[src/rtl/pe_pkt_pkg.sv]
// Shared packet field layout, opcodes and transmitter state encoding for the
// PE packet interface.
package pe_pkt_pkg;

    localparam int unsigned ADDR_START   = 32;
    localparam int unsigned ADDR_END     = 29;
    localparam int unsigned OPCODE_START = 28;
    localparam int unsigned OPCODE_END   = 25;
    localparam int unsigned DATA_START   = 24;
    localparam int unsigned DATA_END     = 0;

    localparam logic [3:0] OPC_WEIGHT = 4'd0;
    localparam logic [3:0] OPC_INPUT  = 4'd1;

    typedef logic [32:0] pkt_t;

    typedef enum logic [2:0] {
        IDLE,
        SEND_W0,
        SEND_W1,
        SEND_IN,
        GAP
    } tx_state_t;

    function automatic pkt_t make_pkt(input logic [3:0] addr,
                                      input logic [3:0] opcode,
                                      input logic [24:0] data);
        pkt_t p;
        p = '0;
        p[ADDR_START:ADDR_END]     = addr;
        p[OPCODE_START:OPCODE_END] = opcode;
        p[DATA_START:DATA_END]     = data;
        return p;
    endfunction

endpackage

[src/rtl/pe_pkt_fmt.sv]
// Combinational packet formatter: builds the packet that belongs to a given
// transmitter state from the captured command fields.
module pe_pkt_fmt
    import pe_pkt_pkg::*;
(
    input  tx_state_t    state,
    input  logic [3:0]   addr,
    input  logic [39:0]  weights,
    input  logic [24:0]  spikes,
    output pkt_t         pkt
);

    always_comb begin
        pkt = '0;
        case (state)
            SEND_W0: pkt = make_pkt(addr, OPC_WEIGHT,
                                    {1'b0, weights[23:16], weights[15:8], weights[7:0]});
            // Upper weight byte slot is unused by the PE and driven to zero.
            SEND_W1: pkt = make_pkt(addr, OPC_WEIGHT,
                                    {9'b0, weights[39:32], weights[31:24]});
            SEND_IN: pkt = make_pkt(addr, OPC_INPUT, spikes);
            default: pkt = '0;
        endcase
    end

endmodule

[src/rtl/pe_packet_tx.sv]
// PE packet transmitter: accepts one weight-row or spike-row command and emits
// the corresponding packet(s) over a valid/ready interface with optional pacing.
module pe_packet_tx
    import pe_pkt_pkg::*;
#(
    parameter int unsigned PKT_W      = 33,
    parameter int unsigned GAP_CYCLES = 0,
    parameter int unsigned CNT_W      = 16
) (
    input  logic              clk,
    input  logic              rst_n,
    input  logic              cmd_valid,
    output logic              cmd_ready,
    input  logic              cmd_type,
    input  logic [3:0]        cmd_addr,
    input  logic [39:0]       cmd_weights,
    input  logic [24:0]       cmd_spikes,
    output logic              pkt_valid,
    input  logic              pkt_ready,
    output logic [PKT_W-1:0]  pkt_data,
    output logic              busy,
    output logic [CNT_W-1:0]  pkt_count
);

    localparam logic [7:0] GAP_LAST = 8'(GAP_CYCLES - 1);

    tx_state_t   state, state_next;
    tx_state_t   ret_state, ret_next;
    logic [7:0]  gap_cnt, gap_next;

    logic [3:0]  addr_q;
    logic [39:0] weights_q;
    logic [24:0] spikes_q;

    logic        accept;
    logic        xfer;
    logic [3:0]  fmt_addr;
    logic [39:0] fmt_weights;
    logic [24:0] fmt_spikes;
    pkt_t        fmt_pkt;

    assign accept = cmd_valid & (state == IDLE);
    assign xfer   = pkt_valid & pkt_ready;

    always_comb begin
        state_next = state;
        ret_next   = ret_state;
        gap_next   = gap_cnt;
        case (state)
            IDLE: begin
                if (cmd_valid) state_next = cmd_type ? SEND_IN : SEND_W0;
            end
            SEND_W0: begin
                if (pkt_ready) begin
                    if (GAP_CYCLES == 0) begin
                        state_next = SEND_W1;
                    end else begin
                        state_next = GAP;
                        ret_next   = SEND_W1;
                        gap_next   = '0;
                    end
                end
            end
            SEND_W1, SEND_IN: begin
                if (pkt_ready) begin
                    if (GAP_CYCLES == 0) begin
                        state_next = IDLE;
                    end else begin
                        state_next = GAP;
                        ret_next   = IDLE;
                        gap_next   = '0;
                    end
                end
            end
            GAP: begin
                if (gap_cnt == GAP_LAST) state_next = ret_state;
                else                     gap_next   = gap_cnt + 8'd1;
            end
            default: state_next = IDLE;
        endcase
    end

    // The formatter looks one cycle ahead (next state, freshly accepted fields)
    // so pkt_data is a plain register aligned with pkt_valid.
    always_comb begin
        fmt_addr    = addr_q;
        fmt_weights = weights_q;
        fmt_spikes  = spikes_q;
        if (accept) begin
            fmt_addr    = cmd_addr;
            fmt_weights = cmd_weights;
            fmt_spikes  = cmd_spikes;
        end
    end

    pe_pkt_fmt u_fmt (
        .state   (state_next),
        .addr    (fmt_addr),
        .weights (fmt_weights),
        .spikes  (fmt_spikes),
        .pkt     (fmt_pkt)
    );

    always_ff @(posedge clk or negedge rst_n) begin
        if (!rst_n) begin
            state     <= IDLE;
            ret_state <= IDLE;
            gap_cnt   <= '0;
            addr_q    <= '0;
            weights_q <= '0;
            spikes_q  <= '0;
        end else begin
            state     <= state_next;
            ret_state <= ret_next;
            gap_cnt   <= gap_next;
            if (accept) begin
                addr_q    <= cmd_addr;
                weights_q <= cmd_weights;
                spikes_q  <= cmd_spikes;
            end
        end
    end

    always_ff @(posedge clk or negedge rst_n) begin
        if (!rst_n) begin
            pkt_valid <= 1'b0;
            pkt_data  <= '0;
            busy      <= 1'b0;
            cmd_ready <= 1'b1;
        end else begin
            pkt_valid <= (state_next == SEND_W0) || (state_next == SEND_W1) ||
                         (state_next == SEND_IN);
            pkt_data  <= PKT_W'(fmt_pkt);
            busy      <= (state_next != IDLE);
            cmd_ready <= (state_next == IDLE);
        end
    end

    always_ff @(posedge clk or negedge rst_n) begin
        if (!rst_n)    pkt_count <= '0;
        else if (xfer) pkt_count <= pkt_count + CNT_W'(1);
    end

endmodule

[config.mk]
export PLATFORM = sky130hd
export DESIGN_NAME = pe_packet_tx
export DESIGN_NICKNAME = d
export VERILOG_FILES = /design/src/rtl/pe_pkt_pkg.sv /design/src/rtl/pe_pkt_fmt.sv /design/src/rtl/pe_packet_tx.sv
export SDC_FILE = /design/constraint.sdc
export NUM_CORES = 1
export LEC_CHECK = 0
export CORE_UTILIZATION = 36
export CTS_BUF_LIST = sky130_fd_sc_hd__clkbuf_4 sky130_fd_sc_hd__clkbuf_8
export DETAILED_ROUTE_END_ITERATION = 8
export PLACE_DENSITY = 0.74
export RECOVER_POWER = 25
export SYNTH_ARGS = -nofsm -noshare
export SYNTH_HDL_FRONTEND = slang
export SYNTH_SLANG_ARGS = --single-unit
[constraint.sdc]
create_clock -name clk -period 1.8 [get_ports clk]
set_clock_uncertainty 0.1 [all_clocks]
set_input_delay 0.45 -clock clk [delete_from_list [all_inputs] [get_ports clk]]
set_output_delay 0.45 -clock clk [all_outputs]
set_load 0.03 [all_outputs]
After elaboration in Yosys (flattened, before gate mapping)
Cells that the tools add are included.

Register bits: 132. Bits in latches: 0. RAM bits: 0. Memory bits (read-only): 0. Bits of input ports: 74. Output and inout port bits: 52. Logic and storage cells: 40. Memories kept: 0.

$add $sub $neg: 2. Multipliers: 0. Div/mod/pow operators: 0. Magnitude comparators: 0. Equality and inequality tests: 8. Shifts and indexed selects: 0. Multiplexer cells: 10. Bitwise operators: 3. Reductions and logical operators: 7.

Operators with widths (number): $pmux W33 S3 (1); $mux W40 (1); $mux W25 (1); $add A16 B1 Y16 const B (1); $eq A3 B2 Y1 const B (4); $mux W3 (4); $pmux W3 S4 (1); $add A8 B1 Y8 const B (1); $eq A8 B8 Y1 const B (1); $eq A3 B1 Y1 const B (2); $logic_not A3 Y1 (2); $mux W4 (1); $eq A3 B3 Y1 const B (1); $reduce_bool A3 Y1 (1); $and A1 B1 Y1 (2); $logic_or A1 B1 Y1 (2); $mux W2 (1); $reduce_and A2 Y1 (1); $reduce_or A2 Y1 (1); $not A1 Y1 (1).

Longest topological paths before layout
Word-level depth: 6. Depth in mapped cells: 7. Depth with buffers taken out: 6.

By module
A second synthesis with hierarchy kept.

Cells, all modules: 384. Area total of the unflattened synthesis: 5425.2 µm².

Modules (own cells, without submodules): pe_packet_tx (instances 1, cells each 294, area each 4770.8 µm², seq. area each 3304.4 µm²); pe_pkt_fmt (instances 1, cells each 90, area each 654.4 µm², seq. area each 0.0 µm²).

Least setup slack after synthesis
OpenSTA, ideal clock, no wires.

Path kind: register -> register. Start point: register state[0]. End point: register pkt_data[16]. Library setup time: 0.120 ns. Arrival: 1.698 ns. Data required time: 1.580 ns. Setup slack: -0.118 ns. Cell stages (with the launch flop): 6. Path buffers: 1. Clock period less this slack: 1.918 ns. Path through: dfrtp_1 nor4b_4 buf_6 mux2_2 nor2b_1 a31o_2.

Elaborated cells on any way between the ends: 18. Classes of those cells: 7 x eq/ne; 8 x mux; 1 x bitwise; 2 x reduce/logical.

RTL lines: start, declared (RTL line pe_packet_tx.sv:27) `tx_state_t state, state_next;`; start signal, assigned (RTL line pe_packet_tx.sv:113) `state <= state_next;`; $logic_not A3 Y1 (RTL line pe_packet_tx.sv:42) `assign accept = cmd_valid & (state == IDLE);`; $and A1 B1 Y1 (RTL line pe_packet_tx.sv:42); $mux W40 (RTL line pe_packet_tx.sv:89) `if (accept) begin`; named net fmt_weights[16] (RTL line pe_packet_tx.sv:38) `logic [39:0] fmt_weights;`; $pmux W33 S3 (RTL line pe_pkt_fmt.sv:15) `case (state)`; named net fmt_pkt[16] (RTL line pe_packet_tx.sv:40) `pkt_t fmt_pkt;`; end signal, assigned (RTL line pe_packet_tx.sv:133) `pkt_data <= PKT_W'(fmt_pkt);`; end, declared (RTL line pe_packet_tx.sv:20) `output logic [PKT_W-1:0] pkt_data,`.

The timed path passes the listed nets, and every way through them passes these cells. A chain may end at the register's enable or synchronous reset.

Worst setup path in the final report
Start point: register state[2]. End point: register pkt_data[0].

Elaborated cells on any way between the ends: 18. Classes of those cells: 7 x eq/ne; 8 x mux; 1 x bitwise; 2 x reduce/logical.

RTL lines: $logic_not A3 Y1 (RTL line pe_packet_tx.sv:42); $and A1 B1 Y1 (RTL line pe_packet_tx.sv:42); $mux W25 (RTL line pe_packet_tx.sv:89); named net fmt_spikes[0] (RTL line pe_packet_tx.sv:39) `logic [24:0] fmt_spikes;`; $pmux W33 S3 (RTL line pe_pkt_fmt.sv:15); named net fmt_pkt[0] (RTL line pe_packet_tx.sv:40).

The timed path passes the listed nets, and every way through them passes these cells.

==> results.ini <==
[routing]
drc_errors=0
routed_wirelength_microns=12940
route.met2.wl_microns=6231
wl_met1_microns=5792
dr.pass1.iters=4
vias_per_cell=4.806
vias=3585
highest_layer=met4
drtIter0Drc=134
ant_nets=0
post_drt_wl_per_cell_microns=17.34
wl_met3_microns=693

[power_and_ir_drop]
ir_worst_vdd_mv=0.8298
p_leak_uw=0.003644
power.density_mw_per_mm2=1720

[sta]
drv_slew=0
rsz0062_at_grt=yes
period_share_pct=109.4
finalHoldViolCount=0
fin_crit_ps=1969
setup_ws_ps=-169.2
max_slew.worst_pin.slew_ps=721.8
max_slew_margin_pct=51.88
finalSetupViolations=33
timing.fmax_mhz=507.8
setup_tns_ps=-3405
hold_slack_ps=380.4

[worst_setup_path]
arrival_ps=2190
rr_startpoint=state[2]
cp_num_buf_inv=3
cpMostUsedCell=buf_6
ff2ff_path_depth=7
critPathRequiredTime_ps=2020
crit_chain=nor4b_4 -> buf_6 -> buf_6 -> buf_16 -> mux2_4 -> mux2i_1 -> o21ai_1
crit_end=pkt_data[0]
slowest_stage=dfrtp_1
cp-startpoint=state[2]
path_depth=7
worstSetupEndpointType=flip-flop
cp_slowest_stage_delay_ps=410
worstSetupPathType=reg2reg
critPathTopFamily=multiplexers
r2r_slack_ps=-170
r2r_end=pkt_data[0]
startpoint_type=flip-flop
worstPathMaxFanout=8

[yosys]
synth_top_cell_area_share_pct=62.06
synth_area_sq_mm=0.005161
synth_area_leader_cell=dfrtp_1
synth_area_leaders=dfrtp_1 (62%), mux2_2 (13%), mux2i_1 (3.1%)
synthCells=372
yosysSeqAreaShare_pct=62.57
yosysUniqueCellTypes=35
synth-seq-cells=129
syn_avg_cell_area_sq_um=13.87
yosysWarnings=0

[die]
dieArea_sq_mm=0.01482
core-area_sq_mm=0.01393
die_w_microns=121.7
fp.dieH_microns=121.7
io_pins=126
start_util_pct=37.04
rows=43

[clock_tree]
htree_levels=4
cts_tree=yes
clkTransAtPathRegs_ps=70
cts_buffers=17
worstSkewPairLatency_ps=450
clock_path_buffers=2
cts.sinks=129
cts_root_buf=clkbuf_8

[global_route]
antenna_found_initial=0
grt_pass1_wl_microns=20560
grt_max_degree=39
grt_pass1_vias=3923
grt_overflow_total=0
track_usage_pct=18.69

[hold_path]
min_path_type=reg2reg
min_path_cells=1

[finish]
layout_commonest_cell=dfrtp_1
num-nets-final=629
diodes=0
mostFrequentLayoutCells=dfrtp_1 (128), clkdlybuf4s50_1 (70), mux2_4 (53)
drive_gt1_share_pct=35.51
syn_to_final_growth_pct=50.50

[place]
dp_slack_ps=-733.3
hpwl_microns=8147
io_buffers=122
routabilityCongestion=0.7880

[flow_run]
cap_violations=0

[run_status]
violations=negative setup slack
status=complete, but fails checks

-- cells by family (layout without fill, tap and decap cells) --
kind of cell    after synthesis  after routing  synth area share (%)
mux                          86             86                 18.38
fa+ha+maj                     2              2                0.4848
xor+xnor                     22             22                 3.733
compound gates               29             29                 3.588
flops                       129            129                 62.57
simple gates                 79             79                 8.315
other cells                   1              3               0.07266
buf+inv                      24            216                 2.860
-- timing repair --
action,in CTS,in global routing
setup buffers,9,10
gates resized for setup,140,52
hold buffers,1,0
hold endpoints to repair,23,0
pin swaps,5,6
cloned,5,3
setup endpoints to repair,104,74
-- final cells by class --
cell class	count	area (sq um)
well taps	180	225.2
fillers	1162	6167
flip-flops and latches	129	3229
multi-input cells	221	2069
clock buffers	22	290.3
repair buffers	178	1841
clock inverters	10	85.08
inverters	6	27.53
-- layer usage --
| layer | up-vias | track usage, % |
|---|---|---|
| li1 | 1661 | - |
| met1 | 1801 | 23.65 |
| met3 | 16 | 6.180 |
| met4 | 0 | 5.787 |
| met2 | 107 | 30.26 |
| met5 | - | 0 |
-- metrics by stage --
step	total power [uW]	utilization (%)	instances	cell area, sq um
3_3_place_gp	9750	49.40	688	6884
3_5_place_dp	9966	49.40	688	6884
6_report	13360	55.74	746	7767
2_1_floorplan	7852	-	374	5211
4_1_cts	12980	54.84	734	7641
5_1_grt	14100	55.74	746	7767
-- worst min path at each step --
| stage | from | end | slack [ps] |
|---|---|---|---|
| detailed placement | rst_n | pkt_count[10] | 310 |
| floorplan | rst_n | addr_q[0] | 50 |
| global placement | rst_n | pkt_count[8] | 300 |
| finish | pkt_count[15] | pkt_count[15] | 380 |
| global route | addr_q[1] | addr_q[1] | 400 |
| CTS | rst_n | pkt_count[10] | 370 |
-- registers in the layout, summed over array words and instances, names as in the netlist --
register	count
weights_q	40
gap_cnt	8
state	3
pkt_count	16
addr_q	4
spikes_q	25
cmd_ready	1
busy	1
pkt_valid	1
pkt_data	30
-- synth_stat cells (all sizes together) --
library cell  number
a21oi              1
and2               4
o211ai             1
o21bai             1
nor2b              9
conb               1
nor4b              1
o21ai             17
dfstp              1
buf               14
mux2i             16
nor3               3
inv                6
nand3             22
mux2              70
xnor2             14
dfrtp            128
nand4              6
a31o               8
nor4               2
a221o              1
clkbuf             4
or2                1
xor2               8
nand3b             1
ha                 2
nor2               6
nor3b              2
nand2             16
and3               6
-- where the power goes --
group	switching, uW	leakage [uW]	internal [uW]
registers	453	0.00160	4120
logic	3030	0.00186	3420
clock network	1120	0.000187	1220
(Power assumes the default switching activity.)
